`config.mk`:
```
export PLATFORM = sky130hd
export DESIGN_NAME = scope_sequencer
export DESIGN_NICKNAME = d
export VERILOG_FILES = /design/src/rtl/scope_sequencer.sv
export SDC_FILE = /design/constraint.sdc
export NUM_CORES = 1
export LEC_CHECK = 0
export BUFFER_PORTS_ARGS = -buffer_cell sky130_fd_sc_hd__buf_4
export CAP_MARGIN = 20
export CORE_AREA = 2 2 208 210
export CTS_CLUSTER_SIZE = 12
export DETAILED_ROUTE_END_ITERATION = 6
export DIE_AREA = 0 0 210 212
export GPL_TIMING_DRIVEN = 1
export MAX_ROUTING_LAYER = met4
export PLACE_DENSITY_LB_ADDON = 0.1
export SYNTH_ARGS = -nofsm -noshare
export SYNTH_HDL_FRONTEND = slang
export SYNTH_SLANG_ARGS = --single-unit
```
`constraint.sdc`:
```
create_clock -name clk -period 9.95 [get_ports clk]
set_input_delay 2.985 -clock clk [delete_from_list [all_inputs] [get_ports clk]]
set_output_delay 2.985 -clock clk [all_outputs]
set_load 0.01 [all_outputs]
```
`src/rtl/scope_sequencer.sv`:
```
// Purpose: arm/trigger/capture a DEPTH x 32 sample frame, then stream it to a UART as HDR + 4*DEPTH bytes.
// Latency: trigger sample stored on the edge it arrives; the first tx_start appears 1 cycle after entering SEND (tx_busy low).
// Backpressure: each byte waits for tx_busy low after a blanking cycle; samples arriving outside ARMED/CAPTURE are dropped.
//
// Ports:
//   clk, rst          clock, synchronous active-high reset
//   arm, abort        start a capture (IDLE only) / return to IDLE from anywhere (wins over arm and trigger)
//   force_trig        trigger on the next valid sample while ARMED
//   trig_level        unsigned rising-edge threshold on sample[15:0]
//   sample_valid, sample  ADC word strobe and data
//   tx_busy           UART transmitter busy
//   tx_start, tx_data one-cycle launch pulse and byte (held until the byte completes)
//   busy, done, state status: not-IDLE, end-of-frame pulse, encoded state
module scope_sequencer #(
  parameter int unsigned DEPTH = 16,
  parameter logic [7:0]  HDR   = 8'hA5
) (
  input  logic        clk,
  input  logic        rst,
  input  logic        arm,
  input  logic        abort,
  input  logic        force_trig,
  input  logic [15:0] trig_level,
  input  logic        sample_valid,
  input  logic [31:0] sample,
  input  logic        tx_busy,
  output logic        tx_start,
  output logic [7:0]  tx_data,
  output logic        busy,
  output logic        done,
  output logic [2:0]  state
);

  localparam int unsigned AW = $clog2(DEPTH);
  localparam logic [AW-1:0] LAST = AW'(DEPTH - 1);

  typedef enum logic [2:0] {
    S_IDLE    = 3'd0,
    S_ARMED   = 3'd1,
    S_CAPTURE = 3'd2,
    S_SEND    = 3'd3
  } state_e;

  // Byte handshake phases inside SEND:
  //   ISSUE - waiting to launch the header byte
  //   START - tx_start is high this cycle
  //   BLANK - tx_busy is ignored (transmitter may not have raised it yet)
  //   WAIT  - first cycle with tx_busy low completes the byte
  typedef enum logic [1:0] {
    P_ISSUE = 2'd0,
    P_START = 2'd1,
    P_BLANK = 2'd2,
    P_WAIT  = 2'd3
  } phase_e;

  state_e        state_q, state_d;
  phase_e        ph_q, ph_d;
  logic [AW-1:0] wp_q, wp_d;
  logic [AW-1:0] rp_q, rp_d;
  logic [1:0]    bc_q, bc_d;
  logic          hdr_q, hdr_d;
  logic [15:0]   prev_q, prev_d;
  logic          prev_ok_q, prev_ok_d;
  logic          tx_start_q, tx_start_d;
  logic [7:0]    tx_data_q, tx_data_d;
  logic          done_q, done_d;

  logic [31:0]   mem_q [DEPTH];
  logic          we;
  logic [AW-1:0] waddr;

  logic          level_trig;
  logic [AW-1:0] rp_nxt;
  logic [31:0]   word_cur;
  logic [31:0]   word_nxt;

  // Lane 3 is the most significant byte, sent first.
  function automatic logic [7:0] lane(input logic [31:0] w, input logic [1:0] b);
    logic [7:0] r;
    case (b)
      2'd3:    r = w[31:24];
      2'd2:    r = w[23:16];
      2'd1:    r = w[15:8];
      default: r = w[7:0];
    endcase
    return r;
  endfunction

  assign level_trig = prev_ok_q && (prev_q < trig_level) && (sample[15:0] >= trig_level);
  assign rp_nxt     = rp_q + 1'b1;
  assign word_cur   = mem_q[rp_q];
  assign word_nxt   = mem_q[rp_nxt];

  always_comb begin
    state_d    = state_q;
    ph_d       = ph_q;
    wp_d       = wp_q;
    rp_d       = rp_q;
    bc_d       = bc_q;
    hdr_d      = hdr_q;
    prev_d     = prev_q;
    prev_ok_d  = prev_ok_q;
    tx_start_d = 1'b0;
    tx_data_d  = tx_data_q;
    done_d     = 1'b0;
    we         = 1'b0;
    waddr      = wp_q;

    if (abort) begin
      // An interrupted frame is discarded; a byte already launched simply finishes on the wire.
      state_d   = S_IDLE;
      ph_d      = P_ISSUE;
      wp_d      = '0;
      rp_d      = '0;
      bc_d      = 2'd0;
      hdr_d     = 1'b0;
      prev_ok_d = 1'b0;
    end else begin
      case (state_q)
        S_IDLE: begin
          if (arm) begin
            state_d   = S_ARMED;
            wp_d      = '0;
            rp_d      = '0;
            prev_ok_d = 1'b0;
          end
        end

        S_ARMED: begin
          if (sample_valid) begin
            prev_d    = sample[15:0];
            prev_ok_d = 1'b1;
            if (level_trig || force_trig) begin
              we      = 1'b1;
              waddr   = '0;
              wp_d    = AW'(1);
              state_d = S_CAPTURE;
            end
          end
        end

        S_CAPTURE: begin
          if (sample_valid) begin
            we    = 1'b1;
            waddr = wp_q;
            if (wp_q == LAST) begin
              wp_d    = '0;
              state_d = S_SEND;
              ph_d    = P_ISSUE;
              hdr_d   = 1'b1;
              rp_d    = '0;
              bc_d    = 2'd0;
            end else begin
              wp_d = wp_q + 1'b1;
            end
          end
        end

        S_SEND: begin
          case (ph_q)
            P_ISSUE: begin
              if (!tx_busy) begin
                tx_start_d = 1'b1;
                tx_data_d  = hdr_q ? HDR : lane(word_cur, bc_q);
                ph_d       = P_START;
              end
            end
            P_START: ph_d = P_BLANK;
            P_BLANK: ph_d = P_WAIT;
            default: begin
              // Completion edge: launch the next byte directly so the byte period can be 3 cycles.
              if (!tx_busy) begin
                if (hdr_q) begin
                  hdr_d      = 1'b0;
                  bc_d       = 2'd3;
                  tx_start_d = 1'b1;
                  tx_data_d  = lane(word_cur, 2'd3);
                  ph_d       = P_START;
                end else if (bc_q != 2'd0) begin
                  bc_d       = bc_q - 2'd1;
                  tx_start_d = 1'b1;
                  tx_data_d  = lane(word_cur, bc_q - 2'd1);
                  ph_d       = P_START;
                end else if (rp_q == LAST) begin
                  done_d  = 1'b1;
                  state_d = S_IDLE;
                  ph_d    = P_ISSUE;
                  rp_d    = '0;
                end else begin
                  rp_d       = rp_nxt;
                  bc_d       = 2'd3;
                  tx_start_d = 1'b1;
                  tx_data_d  = lane(word_nxt, 2'd3);
                  ph_d       = P_START;
                end
              end
            end
          endcase
        end

        default: state_d = S_IDLE;
      endcase
    end
  end

  always_ff @(posedge clk) begin
    if (rst) begin
      state_q    <= S_IDLE;
      ph_q       <= P_ISSUE;
      wp_q       <= '0;
      rp_q       <= '0;
      bc_q       <= 2'd0;
      hdr_q      <= 1'b0;
      prev_q     <= 16'h0000;
      prev_ok_q  <= 1'b0;
      tx_start_q <= 1'b0;
      tx_data_q  <= 8'h00;
      done_q     <= 1'b0;
    end else begin
      state_q    <= state_d;
      ph_q       <= ph_d;
      wp_q       <= wp_d;
      rp_q       <= rp_d;
      bc_q       <= bc_d;
      hdr_q      <= hdr_d;
      prev_q     <= prev_d;
      prev_ok_q  <= prev_ok_d;
      tx_start_q <= tx_start_d;
      tx_data_q  <= tx_data_d;
      done_q     <= done_d;
    end
  end

  // Sample storage has no reset; contents are only meaningful after a full capture.
  always_ff @(posedge clk) begin
    if (we && !rst) begin
      mem_q[waddr] <= sample;
    end
  end

  assign tx_start = tx_start_q;
  assign tx_data  = tx_data_q;
  assign done     = done_q;
  assign busy     = (state_q != S_IDLE);
  assign state    = state_q;

endmodule

```
Yosys cells after proc, flatten, opt, wreduce, memory -nomap -nowiden
Memory sizes are Yosys's and may differ from the RTL's. A register that Yosys moved wholly into a read port is not among the register bits.
Index checks and enable logic that the tools add are counted.
{ "word_totals": {"wordCells": 152, "memories": 1, "out_inout_bits": 14, "ramBits": 512, "ff_bits": 43, "inputBits": 55} }
{ "mem_list": {"columns": ["memory", "depth", "word_bits", "rd", "rd_clocked_by_memory_dff", "write_ports", "line", "source"], "rows": [
  ["mem_q", 16, 32, 2, 1, 1, "68", "logic [31:0] mem_q [DEPTH];"]
]} }
{ "classes": {"addsub": 3, "n_lt_le_gt_ge": 2, "muxes": 77, "reduce_logical": 27, "n_bitwise": 4, "eq_ne": 27} }
{ "op_table": {"columns": ["cell", "count"], "rows": [
  ["$mux W4", 18],
  ["$mux W8", 6],
  ["$pmux W8 S3", 2],
  ["$mux W3", 10],
  ["$pmux W4 S3", 2],
  ["$mux W1", 21],
  ["$ne A2 B2 Y1 const B", 10],
  ["$reduce_and A5 Y1", 4],
  ["$mux W2", 9],
  ["$ge A16 B16 Y1", 1],
  ["$lt A16 B16 Y1", 1],
  ["$pmux W8 S2", 1],
  ["$pmux W3 S4", 1],
  ["$eq A2 B2 Y1 const B", 5],
  ["$reduce_and A10 Y1", 1],
  ["$reduce_bool A3 Y1", 3],
  ["$reduce_or A9 Y1", 1],
  ["$add A4 B1 Y4 const B", 2],
  ["$eq A4 B4 Y1 const B", 2],
  ["$ne A4 B4 Y1 const B", 2],
  ["$pmux W1 S2", 4],
  ["$pmux W2 S2", 2],
  ["$reduce_and A8 Y1", 1],
  ["$eq A2 B1 Y1 const B", 3],
  ["other kinds (17)", 28]
]} }

Depth between registers and ports, before layout
Gate-level depths: netlist of run 1.
{ "depth": {"depth_word": 11, "mapped_depth": 12, "ltp_nobuf": 9} }

Worst setup path before layout of run 1
OpenSTA, ideal clock, no wires.
{ "synth_path": {"path_type": "input to register", "start": "input port trig_level[5]", "end": "memory mem_q[1][0], enable pin", "path_buffers": 0, "path_stages": 9, "setup_time_ns": 0.513, "slack_ns": 1.537, "required_time_ns": 9.437, "arrival_ns": 7.900, "cell_sequence": "inv_1 -> ha_1 -> a21o_1 -> a221oi_1 -> o21ai_0 -> a211oi_1 -> a21oi_1 -> o21a_1 -> nor4b_1"} }
{ "synth_between": {"elab_chain_cells": 11, "word_cells_on_any_way": 16, "classes_between": "2 x order compare; 10 x mux; 4 x reduce/logical"} }
{ "synth_rtl": {"columns": ["element", "line", "source"], "rows": [
  ["from (decl)", "23", "input logic [15:0] trig_level,"],
  ["$lt A16 B16 Y1", "89", "assign level_trig = prev_ok_q && (prev_q < trig_level) && (sample[15:0] >= trig_level);"],
  ["$logic_and A1 B1 Y1", "89", null],
  ["$logic_and A1 B1 Y1 (*)", "89", null],
  ["$logic_or A1 B1 Y1 (*)", "133", "if (level_trig || force_trig) begin"],
  ["$mux W1", "133", null],
  ["$mux W1", "130", "if (sample_valid) begin"],
  ["$pmux W1 S2", "119", "case (state_q)"],
  ["$mux W1", "109", "if (abort) begin"],
  ["$logic_and A1 B1 Y1", "236", "if (we && !rst) begin"],
  ["$mux W1", "236", null],
  ["$mux W1 (not written as such)", "237", "mem_q[waddr] <= sample;"],
  ["to (decl)", "68", null]
]} }
Every way passes the cells marked *; elsewhere a longest branch is shown, timed or not.

Worst setup path in the final report of run 1
{ "layout_path": {"start": "input port trig_level[5]", "end": "memory mem_q[8][16], enable pin"} }
The elaborated chain is that of the path after synthesis.

==> results of run 1 <==
[worst max-delay path, stage by stage]
cell and delay [ns]:
buf_4 0.08, inv_1 0.05, ha_1 0.31, a21o_1 0.16
a221oi_1 0.25, o21ai_0 0.21, a211oi_1 0.46, a21oi_1 0.22
o21a_1 0.50, nor4_2 0.36, buf_4 0.54
[where the power goes]
group	internal (uW)	switching, uW
combinational	32.4	71.3
sequential	2560	2.21
clock	1170	860
total	3760	934
[metal layers]
layer  wire (um)  GRT usage (%)  up-vias  share of wire [%]
met5           0              -        -                  0
met4        1630           8.83        0                2.6
met3        4280           4.51       94                6.9
met2       29900           45.5      616                 48
met1       26600           42.1     7334                 43
li1            -              -     6137                  -
[final cells by class]
cell class | count | share of cell area [%]
Sequential cell | 558 | 59.1
Tap cell | 546 | 2.48
Timing Repair Buffer | 110 | 2.99
Multi-Input combinational cell | 786 | 28.6
Clock buffer | 87 | 5.88
Inverter | 31 | 0.422
Clock inverter | 14 | 0.521
[how the worst max path moves through the flow]
stage | slack, ns | from | to | cells past startpoint
after floorplan | 1.54 | trig_level[5] | mem_q[1][0] | 9
after global placement | 3.50 | trig_level[5] | mem_q[3][20] | 11
after detailed placement | 3.40 | trig_level[5] | mem_q[8][23] | 11
after CTS | 4.06 | trig_level[5] | mem_q[9][16] | 11
after global routing | 3.81 | trig_level[7] | mem_q[8][23] | 11
final | 4.05 | trig_level[5] | mem_q[8][16] | 11
[kinds of logic after synthesis]
family,count (synthesis)
and+or+nand+nor,294
DFF,558
xor gates and xnor gates,2
adders and majority gates,46
other,1
muxes,239
buffers and inverters,116
AOI/OAI and AO/OA,204
[layout by cell type, fill, tap and decap left out, types with 20 or more instances in the layout]
cell type / Yosys / final
edfxtp_1: 512 / 512
mux4_2: 146 / 146
buf_4: 6 / 110
nand2_1: 107 / 107
mux2i_1: 69 / 69
clkbuf_16: 0 / 59
a21oi_1: 49 / 49
ha_1: 46 / 45
nor2_1: 44 / 44
dfxtp_1: 46 / 43
nand3_1: 32 / 32
inv_1: 31 / 31
o21ai_0: 27 / 27
clkbuf_1: 38 / 24
a22oi_1: 20 / 20
[state kept, by name, summed over array words and instances, names as in the netlist, named ones only]
name       cells
prev_q        16
mem_q        512
done           1
state          2
tx_start       1
rp_q           4
ph_q           2
prev_ok_q      1
hdr_q          1
tx_data        8
wp_q           4
bc_q           2
[metrics by stage]
step	util [%]	cell area (um^2)	setup WS [ns]	power [uW]
2_1_floorplan	-	24600	1.54	2650
3_3_place_gp	60.8	25800	3.50	2710
3_5_place_dp	60.8	25800	3.40	2710
4_1_cts	64.9	27600	4.06	4730
5_1_grt	64.9	27600	3.81	4830
6_report	64.9	27600	4.05	4690
==> results_dict.tcl, run 1 <==
set metrics [dict create \
    outcome "finished, final reports clean" \
    largest_family_of_logic_cells_by_synthesized_area "multiplexers" \
    drive_gt1_share_pct 23.4 \
    place_inst 2031 \
    clk-insertion-delay-late_ns 0.62 \
    fp.dieH_um 212 \
    multi_input_comb_area_um2 7900 \
    groute.usage.overall_pct 29.7 \
    min_path_type "reg2reg" \
    synth.top_cells.by_area "edfxtp_1 62%, mux4_2 13%, dfxtp_1 3.7%" \
    tritoncts "done" \
    power.density_cell_area_nw_per_um2 170 \
    setup_total_negative_slack_ns 0 \
    number_of_global_route_vias_before_repair 13900 \
    routed_wirelength_mm 62.4 \
    place_hpwl_mm 39.3 \
    netlist.area_leader.share_pct 62.4 \
    cts_sinks 558 \
    grt_setup_unrepaired "false" \
    synth_compound_area_share_pct 5.66 \
    floorplan.core_area_um2 42500 \
    post-route-drc-count 0 \
    synthCells 1460 \
    die_area_um2 44500 \
    synth.cell_area_um2 24600 \
    cts_inserted_buffers 57 \
    antenna-diode-count 0 \
    timing.rr.end "tx_data[1]" \
    fraction_of_the_mapped_netlist_area_in_simple_logic_gates_pct 5.84 \
    grt_max_degree 60 \
    route.detailed.wl_per_inst_um 29.3 \
    yosysMostFrequentCell "edfxtp_1" \
    worstHoldPathCells 2 \
    worst-r2r-cell-count 8 \
    cts.reportedPaths.clkPinSlew_ns 0.06 \
    synth_top_flop_cell "edfxtp_1" \
    grt_pass1_wl_mm 92.1 \
    ys_types 69 \
    holdWs_ns 0.455 \
    min_clock_period_post_route_ns 5.90 \
    area.sequential_um2 16300 \
    synthXorXnorAreaFrac_pct 0.0711 \
    max_clk_rate_mhz 169 \
    grt_antenna_before_repair 0 \
    via_count 14200 \
    irDropWorstVdd_mv 0.139 \
    clk_path_buf_depth 3 \
    hold_violations 0 \
    gp_congestion 0.940 \
    synth_nets 1561 \
    startpoint_type "input pin" \
    drt-initial-drc-count 1581 \
    critical_path_class "in2reg" \
    clock_skew_ns 0.0157 \
    area_growth_syn_to_fin_pct 12.0 \
    synth_common_cells "512 x edfxtp_1, 146 x mux4_2, 107 x nand2_1, 69 x mux2i_1, 49 x a21oi_1" \
    fin_crit_sh_pct 59.3 \
    route.antenna.remaining_nets 0 \
    clk_root_buffer_cell "clkbuf_16" \
    max_cap_viol_count 0 \
    min_to "prev_q[0]" \
    synth_mux_area_share_pct 17.7 \
    leakagePower_uw 0.00881 \
    critical_path_arrival_ns 6.15 \
    synth.avg_cell_area_um2 16.9 \
    post_layout_nonfiller_instances 2132 \
    setup_viol 0 \
    worstMarginPinSlew_ns 1.06 \
    cts.repair.resized 0 \
    ctsHtreeMaxLevel 2 \
    synthesis.yosys.warnings 0 \
    sequential_share_of_the_synthesized_area_pct 66.1 \
    synth_edf_count 512 \
    synthAdderAreaFrac_pct 2.34 \
    post_synthesis_cell_type_with_the_largest_combined_area "edfxtp_1" \
    timing.critical_path.to_type "flip-flop" \
    synth_seq_cells 558 \
    cts_hold_buffers 0 \
    io_buffer_count 67 \
    reg2reg_setup_slack_ns 5.82 \
    max_slew_margin_pct 28.4 \
    detail_route.first_pass.iterations 5 \
    cp_max_fo 32 \
    num_io_pins 69 \
    final_net_count 1645 \
    min-delay-start "prev_q[0]" \
    route.detailed.vias_per_inst 6.65 \
    globalRoute.totalOverflow 0 \
    floorplan.die.width_um 210 \
    core.rowCount 76 \
    fillerInstances 2962 \
    initial_util_pct 58.0 \
    worst_ep_required_time_ns 10.19 \
    synth-async-reset-ratio_pct 0 \
    post-cts-setup-buffer-count 0 \
    slew_viol_final 0 \
]
(Power assumes the default switching activity.)
==> run 2, diff against run 1 <==
==> constraint.sdc (replaced) <==
create_clock -name clk -period 6.15 [get_ports clk]
set_input_delay 1.845 -clock clk [delete_from_list [all_inputs] [get_ports clk]]
set_output_delay 1.845 -clock clk [all_outputs]
set_load 0.01 [all_outputs]
==> run 2 against run 1 <==
Against the previous run:
- sequential cell count unchanged
- via count increased by 1.7%
- sequential share of layout area shrank 0.25 points
- highest routed layer unchanged
- sequential power up 62%
- register-to-register slack worse by 3.3 ns
- critical path type unchanged
- design area rose by 0.42%
- largest power group unchanged
==> results_dict.tcl, run 2 (synthesis results as in run 1) <==
set metrics [dict create \
    outcome "finished, final reports clean" \
    num_io_pins 69 \
    drive_gt1_share_pct 23.6 \
    grt_antenna_before_repair 0 \
    antenna-diode-count 0 \
    internal_power_uw 6020 \
    grt_max_degree 44 \
    clk-insertion-delay-late_ns 0.61 \
    min-delay-start "prev_q[0]" \
    cts_sinks 558 \
    max_cap_viol_count 0 \
    irDropWorstVdd_mv 0.245 \
    io_buffer_count 67 \
    critical_path_class "in2reg" \
    max_clk_rate_mhz 212 \
    drt-initial-drc-count 1658 \
    floorplan.core_area_um2 42500 \
    holdWs_ns 0.458 \
    ctsHtreeMaxLevel 2 \
    globalRoute.totalOverflow 0 \
    cp_max_fo 32 \
    netSwitchingPower_uw 1480 \
    groute.usage.overall_pct 29.8 \
    cts.repair.resized 0 \
    p_seq_share_pct 55.2 \
    clk_root_buffer_cell "clkbuf_16" \
    fin_crit_sh_pct 76.5 \
    post-route-drc-count 0 \
    clock_skew_ns 0.0185 \
    reg2reg_setup_slack_ns 2.53 \
    area_growth_syn_to_fin_pct 12.5 \
    cts_inserted_buffers 56 \
    route.detailed.wl_per_inst_um 29.2 \
    biggest_register "mem_q" \
    worstMarginPinSlew_ns 0.984 \
    highest_layer "met4" \
    layout.cells.most_common "edfxtp_1" \
    die_area_um2 44500 \
    final_cell_mix "512 x edfxtp_1, 146 x mux4_2, 109 x buf_4" \
    via_count 14400 \
    floorplan.die.width_um 210 \
    route.detailed.vias_per_inst 6.73 \
    m1WireLength_mm 25.8 \
    tritoncts "done" \
    detail_route.first_pass.iterations 5 \
    p_clk_share_pct 42.6 \
    clk_path_buf_depth 3 \
    post-cts-setup-buffer-count 0 \
    timing.critical_path.from "trig_level[2]" \
    critical_path_arrival_ns 4.93 \
    fillerInstances 2930 \
    fp.dieH_um 212 \
    largest_register_ffs 512 \
    hold_violations 0 \
    post_layout_nonfiller_instances 2143 \
    min_clock_period_post_route_ns 4.71 \
    number_of_global_route_vias_before_repair 14200 \
    worst_ep_required_time_ns 6.38 \
    core.rowCount 76 \
    route.antenna.remaining_nets 0 \
    initial_util_pct 58.0 \
    slew_viol_final 0 \
    max_slew_margin_pct 34.4 \
    worstReg2RegStart "prev_q[2]" \
    grt_setup_unrepaired "false" \
    leakagePower_uw 0.00884 \
    startpoint_type "input pin" \
    power.share.switching_pct 19.8 \
    final_net_count 1650 \
    power.density_cell_area_nw_per_um2 271 \
    place_inst 2037 \
    cts.reportedPaths.clkPinSlew_ns 0.06 \
    gp_congestion 0.962 \
    routed_wirelength_mm 62.5 \
    met2WireLength_mm 29.6 \
    setup_viol 0 \
    place_hpwl_mm 39.3 \
    met3_length_mm 5.04 \
    p_comb_share_pct 2.2 \
    min_path_type "reg2reg" \
    timing.critical_path.to_type "flip-flop" \
    grt_pass1_wl_mm 92.7 \
    cts_hold_buffers 0 \
]
==> run 2: changes by cell type in the layout (fill, tap and decap cells not counted), sizes merged <==
cell / previous run / this run
bufinv: 2 / 0
clkbuf: 87 / 95
inv: 33 / 31
buf: 110 / 116
clkinv: 10 / 11
==> run 2: critical path, cell delays in order <==
cell	delay (ns)
buf_4	0.08
inv_1	0.05
ha_1	0.30
a211o_1	0.25
a31oi_1	0.18
o21ai_0	0.21
a211oi_1	0.33
a21oi_1	0.21
o21a_1	0.53
nor4_4	0.35
buf_4	0.56
==> run 2: power groups by stage <==
stage | clock (uW) | combinational (uW) | sequential [uW]
final | 3190 | 167 | 4140
after global routing | 3390 | 184 | 4140
after CTS | 3230 | 165 | 4140
after detailed placement | 0 | 165 | 4220
after global placement | 0 | 159 | 4220
after floorplan | 0 | 59.4 | 4220
==> run 2: path summary, 6_finish.rpt <==
check,cells after the start,endpoint
hold / removal,2,prev_q[0]
hold reg to reg,2,prev_q[0]
setup / recovery,11,mem_q[4][23]
setup reg to reg,9,mem_q[4][23]
==> run 2: cell type report <==
| class | count | area (um^2) | area share, % |
|---|---|---|---|
| well taps | 546 | 683 | 2.46 |
| inverters | 31 | 116 | 0.420 |
| clock inverters | 11 | 60.1 | 0.217 |
| flip-flops and latches | 558 | 16300 | 58.8 |
| repair buffers | 116 | 958 | 3.46 |
| clock buffers | 95 | 1660 | 5.99 |
| multi-input cells | 786 | 7930 | 28.6 |
==> run 2: per-stage QoR <==
step	utilization (%)	instance area, um^2	TNS [ns]	setup WS, ns	total power, uW
after floorplan	-	24700	-411.52	-1.12	4280
after global placement	61.1	26000	0	0.916	4380
after detailed placement	61.2	26000	0	0.832	4390
after CTS	65.2	27700	0	1.46	7540
after global routing	65.2	27700	0	1.29	7710
final	65.2	27700	0	1.44	7500
==> run 2: metal layers <==
layer  global-route usage (%)  vias up
met2                     45.5      688
met3                     5.55      122
met1                     41.4     7469
met4                     10.1        0
met5                        -        -
li1                         -     6148
